**src/rtl/icu_core_n.sv**
```systemverilog
// icu_core_n: DATA_W-bit MC14500B-style controller; ICU_STACK_EN enables the return stack and stack_err
module icu_core_n #(
    parameter int ADDR_W      = 8,
    parameter int DATA_W      = 4,
    parameter int CODE_W      = 4,
    parameter int STACK_DEPTH = 4
) (
    input  logic                     clk,
    input  logic                     rst,
    input  logic                     run,
    input  logic                     prog_we,
    input  logic [ADDR_W-1:0]        prog_addr,
    input  logic [CODE_W+ADDR_W-1:0] prog_data,
    output logic [CODE_W-1:0]        opcode,
    output logic [DATA_W-1:0]        rr_out,
    output logic                     flag_o,
    output logic                     flag_f,
    output logic                     jmp_flag,
    output logic                     rtn_flag,
    output logic                     stack_err
);
    localparam int DEPTH = 2 ** ADDR_W;
    localparam int IW    = CODE_W + ADDR_W;

    typedef enum logic [CODE_W-1:0] {
        OP_NOPO, OP_LD, OP_LDC, OP_AND, OP_ANDC, OP_OR, OP_ORC, OP_XNOR,
        OP_STO, OP_STOC, OP_IEN, OP_OEN, OP_JMP, OP_RTN, OP_SKZ, OP_NOPF
    } opcode_e;

    logic [IW-1:0]     prog_mem [DEPTH];
    logic [DATA_W-1:0] ram [DEPTH];
    logic [IW-1:0]     instr;
    logic [ADDR_W-1:0] op;
    logic [DATA_W-1:0] data_in, d, ram_wd;
    logic              ram_we;
    logic [ADDR_W-1:0] pc_q, pc_d;
    logic [DATA_W-1:0] rr_q, rr_d;
    logic              ien_q, ien_d, oen_q, oen_d, skip_q, skip_d;
    logic              flag_o_q, flag_o_d, flag_f_q, flag_f_d;
    logic              jmp_q, jmp_d, rtn_q, rtn_d;
`ifdef ICU_STACK_EN
    localparam int SP_W = $clog2(STACK_DEPTH + 1);
    localparam logic [SP_W-1:0] SP_FULL = SP_W'(STACK_DEPTH);
    logic [ADDR_W-1:0] stack_mem [2 ** SP_W];
    logic [SP_W-1:0]   sp_q, sp_d;
    logic              stack_err_q, stack_err_d, push_we;
`else
    logic unused_depth;
    assign unused_depth = ^STACK_DEPTH;
`endif

    assign instr   = prog_mem[pc_q];
    assign opcode  = instr[IW-1 -: CODE_W];
    assign op      = instr[ADDR_W-1:0];
    // The all-ones operand addresses RR itself rather than a RAM cell
    assign data_in = (&op) ? rr_q : ram[op];
    assign d       = ien_q ? data_in : '0;
    assign rr_out  = rr_q;
    assign flag_o  = flag_o_q;
    assign flag_f  = flag_f_q;
    assign jmp_flag = jmp_q;
    assign rtn_flag = rtn_q;
`ifdef ICU_STACK_EN
    assign stack_err = stack_err_q;
`else
    assign stack_err = 1'b0;
`endif

    // Next-state decode: halt holds everything, a pending skip only advances PC
    always_comb begin
        pc_d = pc_q;
        rr_d = rr_q;
        ien_d = ien_q;
        oen_d = oen_q;
        skip_d = skip_q;
        flag_o_d = 1'b0;
        flag_f_d = 1'b0;
        jmp_d = 1'b0;
        rtn_d = 1'b0;
        ram_we = 1'b0;
        ram_wd = rr_q;
`ifdef ICU_STACK_EN
        sp_d = sp_q;
        stack_err_d = stack_err_q;
        push_we = 1'b0;
`endif
        if (run) begin
            pc_d = pc_q + 1'b1;
            skip_d = 1'b0;
        end
        if (run && !skip_q) begin
            case (opcode_e'(opcode))
                OP_NOPO: flag_o_d = 1'b1;
                OP_LD:   rr_d = d;
                OP_LDC:  rr_d = ~d;
                OP_AND:  rr_d = rr_q & d;
                OP_ANDC: rr_d = rr_q & ~d;
                OP_OR:   rr_d = rr_q | d;
                OP_ORC:  rr_d = rr_q | ~d;
                OP_XNOR: rr_d = ~(rr_q ^ d);
                OP_STO:  ram_we = oen_q & ~(&op);
                OP_STOC: begin
                    ram_we = oen_q & ~(&op);
                    ram_wd = ~rr_q;
                end
                OP_IEN:  ien_d = data_in[0];
                OP_OEN:  oen_d = data_in[0];
                OP_JMP: begin
                    pc_d = op;
                    jmp_d = 1'b1;
`ifdef ICU_STACK_EN
                    if (sp_q != SP_FULL) begin
                        push_we = 1'b1;
                        sp_d = sp_q + 1'b1;
                    end else begin
                        stack_err_d = 1'b1;
                    end
`endif
                end
`ifdef ICU_STACK_EN
                OP_RTN: begin
                    if (sp_q != '0) begin
                        pc_d = stack_mem[sp_q - 1'b1];
                        sp_d = sp_q - 1'b1;
                        rtn_d = 1'b1;
                    end else begin
                        stack_err_d = 1'b1;
                    end
                end
`else
                OP_RTN: begin
                    skip_d = 1'b1;
                    rtn_d = 1'b1;
                end
`endif
                OP_SKZ:  skip_d = (rr_q == '0);
                OP_NOPF: flag_f_d = 1'b1;
            endcase
        end
    end

    // Architectural state; reset aborts at once and drops any pending skip or stack contents
    always_ff @(posedge clk or posedge rst) begin
        if (rst) begin
            pc_q <= '0;
            rr_q <= '0;
            ien_q <= 1'b1;
            oen_q <= 1'b1;
            skip_q <= 1'b0;
            flag_o_q <= 1'b0;
            flag_f_q <= 1'b0;
            jmp_q <= 1'b0;
            rtn_q <= 1'b0;
`ifdef ICU_STACK_EN
            sp_q <= '0;
            stack_err_q <= 1'b0;
`endif
        end else begin
            pc_q <= pc_d;
            rr_q <= rr_d;
            ien_q <= ien_d;
            oen_q <= oen_d;
            skip_q <= skip_d;
            flag_o_q <= flag_o_d;
            flag_f_q <= flag_f_d;
            jmp_q <= jmp_d;
            rtn_q <= rtn_d;
`ifdef ICU_STACK_EN
            sp_q <= sp_d;
            stack_err_q <= stack_err_d;
`endif
        end
    end

    // Memories are not reset; program writes are accepted regardless of run
    always_ff @(posedge clk) begin
        if (prog_we) prog_mem[prog_addr] <= prog_data;
        if (ram_we) ram[op] <= ram_wd;
    end

`ifdef ICU_STACK_EN
    // Return address push for a JMP that still has room on the stack
    always_ff @(posedge clk) begin
        if (push_we) stack_mem[sp_q] <= pc_q + 1'b1;
    end
`endif
endmodule
```
**config.mk**
```make
export PLATFORM = sky130hd
export DESIGN_NAME = icu_core_n
export DESIGN_NICKNAME = d
export VERILOG_FILES = /design/src/rtl/icu_core_n.sv
export SDC_FILE = /design/constraint.sdc
export NUM_CORES = 2
export LEC_CHECK = 0
export ABC_AREA = 1
export CAP_MARGIN = 20
export CORE_MARGIN = 2
export CORE_UTILIZATION = 35
export DETAILED_ROUTE_END_ITERATION = 7
export PLACE_DENSITY = 0.48
export SLEW_MARGIN = 10
export SYNTH_ARGS = -nofsm -noshare
export SYNTH_HDL_FRONTEND = slang
export SYNTH_SLANG_ARGS = --single-unit
```
**constraint.sdc**
```tcl
create_clock -name clk -period 10.5 [get_ports clk]
set_input_delay 2.625 -clock clk [delete_from_list [all_inputs] [get_ports clk]]
set_output_delay 2.625 -clock clk [all_outputs]
set_load 0.01 [all_outputs]
```
# ---- After elaboration in Yosys (flattened, before gate mapping)
# Memory sizes are Yosys's and may differ from the RTL's.
# Index checks and enable logic that the tools add are counted.
dict set report classes {
  n_addsub 1
  n_eq_ne 15
  n_mux 25
  n_bitwise 10
  n_reduce_logical 10
}
# operator n
set ops {}
lappend ops {{equality test 4 bit (second input constant)} 8}
lappend ops {{one-hot mux 4 bit (7 select lines)} 1}
lappend ops {{two-way mux 8 bit} 3}
lappend ops {{equality test 4 x 3 -> 1 bit (second input constant)} 4}
lappend ops {{two-way mux 1 bit} 16}
lappend ops {{two-way mux 4 bit} 4}
lappend ops {{inverter 4 bit} 3}
lappend ops {{adder 8 x 1 -> 8 bit (second input constant)} 1}
lappend ops {{bitwise AND 4 bit} 2}
lappend ops {{equality test 4 x 2 -> 1 bit (second input constant)} 2}
lappend ops {{zero test 4 bit} 2}
lappend ops {{bitwise OR 4 bit} 2}
lappend ops {{AND reduction 8 bit} 1}
lappend ops {{nonzero test 7 bit} 1}
lappend ops {{AND reduction 2 bit} 3}
lappend ops {{equality test 4 x 1 -> 1 bit (second input constant)} 1}
lappend ops {{XOR 4 bit} 1}
lappend ops {{one-hot mux 1 bit (2 select lines)} 1}
lappend ops {{OR reduction 2 bit} 1}
lappend ops {{bitwise AND 1 bit} 1}
lappend ops {{logical AND 1 bit} 1}
lappend ops {{zero test 1 bit} 1}
lappend ops {{inverter 1 bit} 1}
dict set report word_totals {
  register_bits 19
  ramBits 4096
  output_inout_bits 13
  wordCells 72
  memories 2
}
# name words word_bits read_ports rd_clocked_by_memory_dff write_ports line
set mem_list {}
lappend mem_list {prog_mem 256 12 1 0 1 30} ;# logic [IW-1:0] prog_mem [DEPTH];
lappend mem_list {ram 256 4 1 0 1 31} ;# logic [DATA_W-1:0] ram [DEPTH];

# ---- Depth between registers and ports, before layout
# An unclocked memory read counts as a cell.
dict set report depth {
  word_depth 8
  depth_mapped 39
}

# ---- Worst setup path after synthesis
# No wires, ideal clock.
dict set report synth_timing {
  kind {in2reg}
  startpoint {input run}
  endpoint {memory ram[0][1], data pin}
  setup_ns 1.526
  t_arrival_ns 9.849
  t_required_ns 8.974
  path_slack_ns -0.875
  stages 6
  path_cell_list {inv_1 > nor2_1 > nand2_2 > inv_1 > nand2_1 > xor2_1}
}
dict set report synth_between {
  elab_chain_len 2
}
# item line
set synth_rtl {}
lappend synth_rtl {{from (decl)} 10} ;# input logic run,
lappend synth_rtl {{logical AND 1 bit} 91} ;# if (run && !skip_q) begin
lappend synth_rtl {{two-way mux 4 bit} 91}
lappend synth_rtl {{net ram_wd[1]} 34} ;# logic [DATA_W-1:0] data_in, d, ram_wd;
lappend synth_rtl {{to (decl)} 31}
# The timed path passes the listed nets, and every way through them passes these cells.

# ---- Worst setup path in the final report
dict set report layout_timing {
  startpoint {register pc_q[0]}
  endpoint {output opcode[0]}
}
dict set report layout_between {
  elab_chain_len 1
}
# item line
set layout_rtl {}
lappend layout_rtl {{from (decl)} 36} ;# logic [ADDR_W-1:0] pc_q, pc_d;
lappend layout_rtl {{from (signal assigned)} 159} ;# pc_q <= pc_d;
lappend layout_rtl {{memory (256 x 12 bit)} --}
lappend layout_rtl {{to (decl)} 14} ;# output logic [CODE_W-1:0] opcode,
# Every way passes these cells.

==> results.md <==
- Routability-driven placement finished with a final weighted congestion of between 0.8 and 0.9.
- The reg-to-reg setup timing slack is 2.51 ns.
- The number of port buffers is 35.
- The longest clock path from root to sink contains 4 buffers.
- In the final layout, the multi-input gates occupy 0.0383 mm2.
- The most common cell after layout, fill and taps aside is edfxtp_1.
- The run finished with clean final reports.
- The overall fraction of global-route tracks in use is 21.1%.
- Synthesis instantiated between 40 and 50 different standard cells from the library.
- In the layout the commonest cells are edfxtp_1 (4096), nor2_1 (2337), nand2_1 (2303).
- STA classifies the critical path endpoint as an output port.
- The total of warnings raised by yosys is 0.
- The largest fanout on the critical path is 146.
- The storage element area is 0.123 mm2.
- Wires add up to roughly 530000 um.
- The hold violation count in the final report is 0.
- In this run the clock root is driven by a clkbuf_16.
- In this run the critical register-to-register path is captured at rr_out[1].
- The clock tree synthesis step divided the H-tree into 5 levels.
- The timing-limited maximum frequency is 0.115 GHz.
- After clock tree synthesis, the clock-pin slew on the worst setup and hold paths is around 0.060 ns.
- Clock skew on the completed layout was measured at around 0.12 ns.
- The slowest stage of the critical path belongs to the cell dfrtp_4.
- The signal on the critical path passes through buf_12, buf_4, o21ai_0, o221ai_1, nand3_1, nand3_1, nand3_1, nand3_1, nand3_1, nand2_1, clkdlybuf4s50_1.
- Counting flops and latches in the post-synthesis netlist gives roughly 4100.
- The top cell family by delay on the critical path is simple AND/OR/NAND/NOR gates.
- Detailed routing inserted a total of 109000 vias.
- The launch point of the critical path is pc_q[0].
- TritonCTS built the clock tree.
- The path class of the tightest hold or removal check is register to register.
- The slew of the pin with the lowest slew margin is approximately 1.5 ns.
- Sorting the synthesized cells by area gives the leading types as edfxtp_1 (73%), nor2_1 (5.3%), o21ai_0 (5.2%).
- Data arrives at the worst endpoint at 6.04 ns.
- The share of synthesized area in the top cell type comes to 73.1%.
- Setup violations remaining at the end of the flow were counted as 0.
- The number of top-level design ports is 37.
- The die extent in x is about 700 um.
- The biggest area contributor in the post-synthesis netlist is edfxtp_1.
- The most used cell along the critical path is nand3_1.
- The mapped netlist covers 0.168 mm2.
- The die covers 0.486 mm2.
- The most critical setup path has its endpoint at opcode[0].
- The maximum number of pins on one net before global-route repair is 205.
- The initial antenna violation count is 34.
- Summing internal, switching and leakage power gives 59.1 mW.
- The number of cells on the critical path is 11.
- The number of global-route vias before repair was 103000.
- For this run, the detailed router's first-pass iteration total came to 6.
- The cell count after synthesis is 13800.
- The total CTS buffers is around 440.
- Counting both buffers and inverters, the worst setup path holds a total of 3.
- The placeable core region is 0.479 mm2.
- The hold-fix buffer count after cts is 0.
- In the final routed layout, each cell accounts on average for 25.8 um.
- The clock insertion delay at the later pin of the skew report is about 1.0 ns.
- The remaining antenna violation count is 0.
- The static leakage is roughly 64 nW.
- The total number of nets in the final design is 13900.
- The kind of critical path is register to output port.
- The relative max-transition margin is roughly 2.8%.
- The initial utilization of the core area, before any placement, comes to between 30% and 40%.
- For this run, design rule violations remaining after detail routing come to 0.
- The total placed instance area is around 0.18 mm2.
- A synthesized cell averages about 12 um2.
- The per-cell via count in the routed design is 5.27.
- Max-cap violations in this run came to 0.
- For this run, the slowest stage of the critical path takes 0.69 ns.
- The number of rows created at floorplan is 254.
- The depth of the worst register-to-register path is 30.
- Setup repair after global routing left no endpoint under its margin.
- The number of violations reported at the end of detailed-routing iteration 0 is 11900.
- The clock period minus worst slack is 8.67 ns.
- The post-CTS setup buffer count is 0.
- The share of the Yosys chip area taken by registers is 73.4%.
- The y dimension of the die is 697 um.
- The max-slew violation count is 0.
- Relative to the synthesized area, the layout overhead comes to 12.9%.
- Global routing finished with a remaining overflow of 0.
- The number of sinks driven by the clock tree is ~4100.
- STA puts the critical path data required time at slightly below 8 ns.
- The quantity of gates resized following cts is 0.
- After routing the design area is 0.190 mm2.
- Dividing the final minimum period by the clock period gives 82.5%.
- Fill cells in the final layout number 45900.
- The first global-routing pass estimated 761000 um of wire.
- The worst setup path is launched from a register.
- The areal power density over the cells is 311 mW/mm2.
- The fraction of layout cells with a size suffix above 1 is 8.40%.
- The HPWL after detailed placement is a little under 300000 um.
- The peak ir drop on the vdd network is 588 uV.
- The reg-to-reg critical path startpoint is pc_q[0].
-- state kept, by name (all words and copies together), names as in the netlist, 4 cells and up --
signal and flops:
pc_q 8, prog_mem 3072, ram 1024, rr_out 4
-- worst min-delay path, stage by stage (launching register included) --
cell and delay, ns:
dfrtp_1 0.34, nand2_1 0.05, o21ai_0 0.06
-- layout make-up --
| class | instances | share of cell area, % |
|---|---|---|
| diodes | 6 | 0.00791 |
| clock buffers | 570 | 6.14 |
| clock inverters | 241 | 1.01 |
| inverters | 586 | 1.19 |
| multi-input cells | 8225 | 20.2 |
| flip-flops and latches | 4115 | 65.0 |
| well taps | 6400 | 4.22 |
| repair buffers | 470 | 2.25 |
-- per-layer routing --
metal | vias to the layer above | track usage (%) | wire length [um]
met4 | 2 | 4.68 | 11700
met3 | 613 | 3.11 | 35900
met2 | 3553 | 32.6 | 240000
met1 | 55200 | 31.4 | 243000
li1 | 49300 | - | -
met5 | - | 0 | 13
-- through the flow --
stage / hold WS, ns / setup slack (ns) / TNS, ns / std cells / utilization, %
6_report: 0.487 / 1.83 / 0 / 20600 / 39.7
5_1_grt: 0.517 / 1.71 / 0 / 20600 / 39.7
4_1_cts: 0.498 / 1.84 / 0 / 20600 / 39.7
3_5_place_dp: 0.485 / 2.54 / 0 / 19800 / 36.8
3_3_place_gp: 0.470 / 2.59 / 0 / 19800 / 36.8
2_1_floorplan: 0.454 / -0.875 / -894.84 / 13800 / -
-- where the power goes --
part	total (mW)	switching (mW)	internal (mW)
clock network	14.9	6.57	8.33
logic	24.8	19.1	5.77
registers	19.3	0.169	19.1
-- worst min path at each step --
stage | startpoint | to | slack, ns | cells past startpoint
2_1_floorplan | skip_q | skip_q | 0.45 | 2
3_3_place_gp | skip_q | skip_q | 0.47 | 2
3_5_place_dp | skip_q | skip_q | 0.49 | 2
4_1_cts | skip_q | skip_q | 0.50 | 2
5_1_grt | oen_q | oen_q | 0.52 | 2
6_report | skip_q | skip_q | 0.49 | 2
-- synthesized netlist by cell type, drive strengths merged --
cell type / n
a21oi: 164
a221o: 4
a22oi: 110
a31oi: 10
a41oi: 1
buf: 548
clkbuf: 368
clkinv: 1
conb: 1
dfrtp: 17
dfstp: 2
edfxtp: 4096
ha: 1
inv: 585
nand2: 2333
nand3: 473
nand3b: 183
nand4: 16
nor2: 2388
nor3: 20
nor4: 3
o2111ai: 1
o211ai: 191
o21ai: 1827
o21bai: 3
o221ai: 202
o22ai: 279
o31ai: 1
or2: 2
xor2: 8
-- logic make-up (layout without fill, tap and decap cells) --
kind of cell	count (synthesis)	after routing	synth area share, %
AND/OR/NAND/NOR	5418	5418	13.0
flip-flops	4115	4115	73.4
AO/OA/AOI/OAI	2793	2793	9.44
XOR/XNOR	8	8	0.0416
buffers and inverters	1502	1867	4.10
other	1	11	0.00223
adder cells (fa/ha/maj)	1	1	0.00743
(Power assumes the default switching activity.)
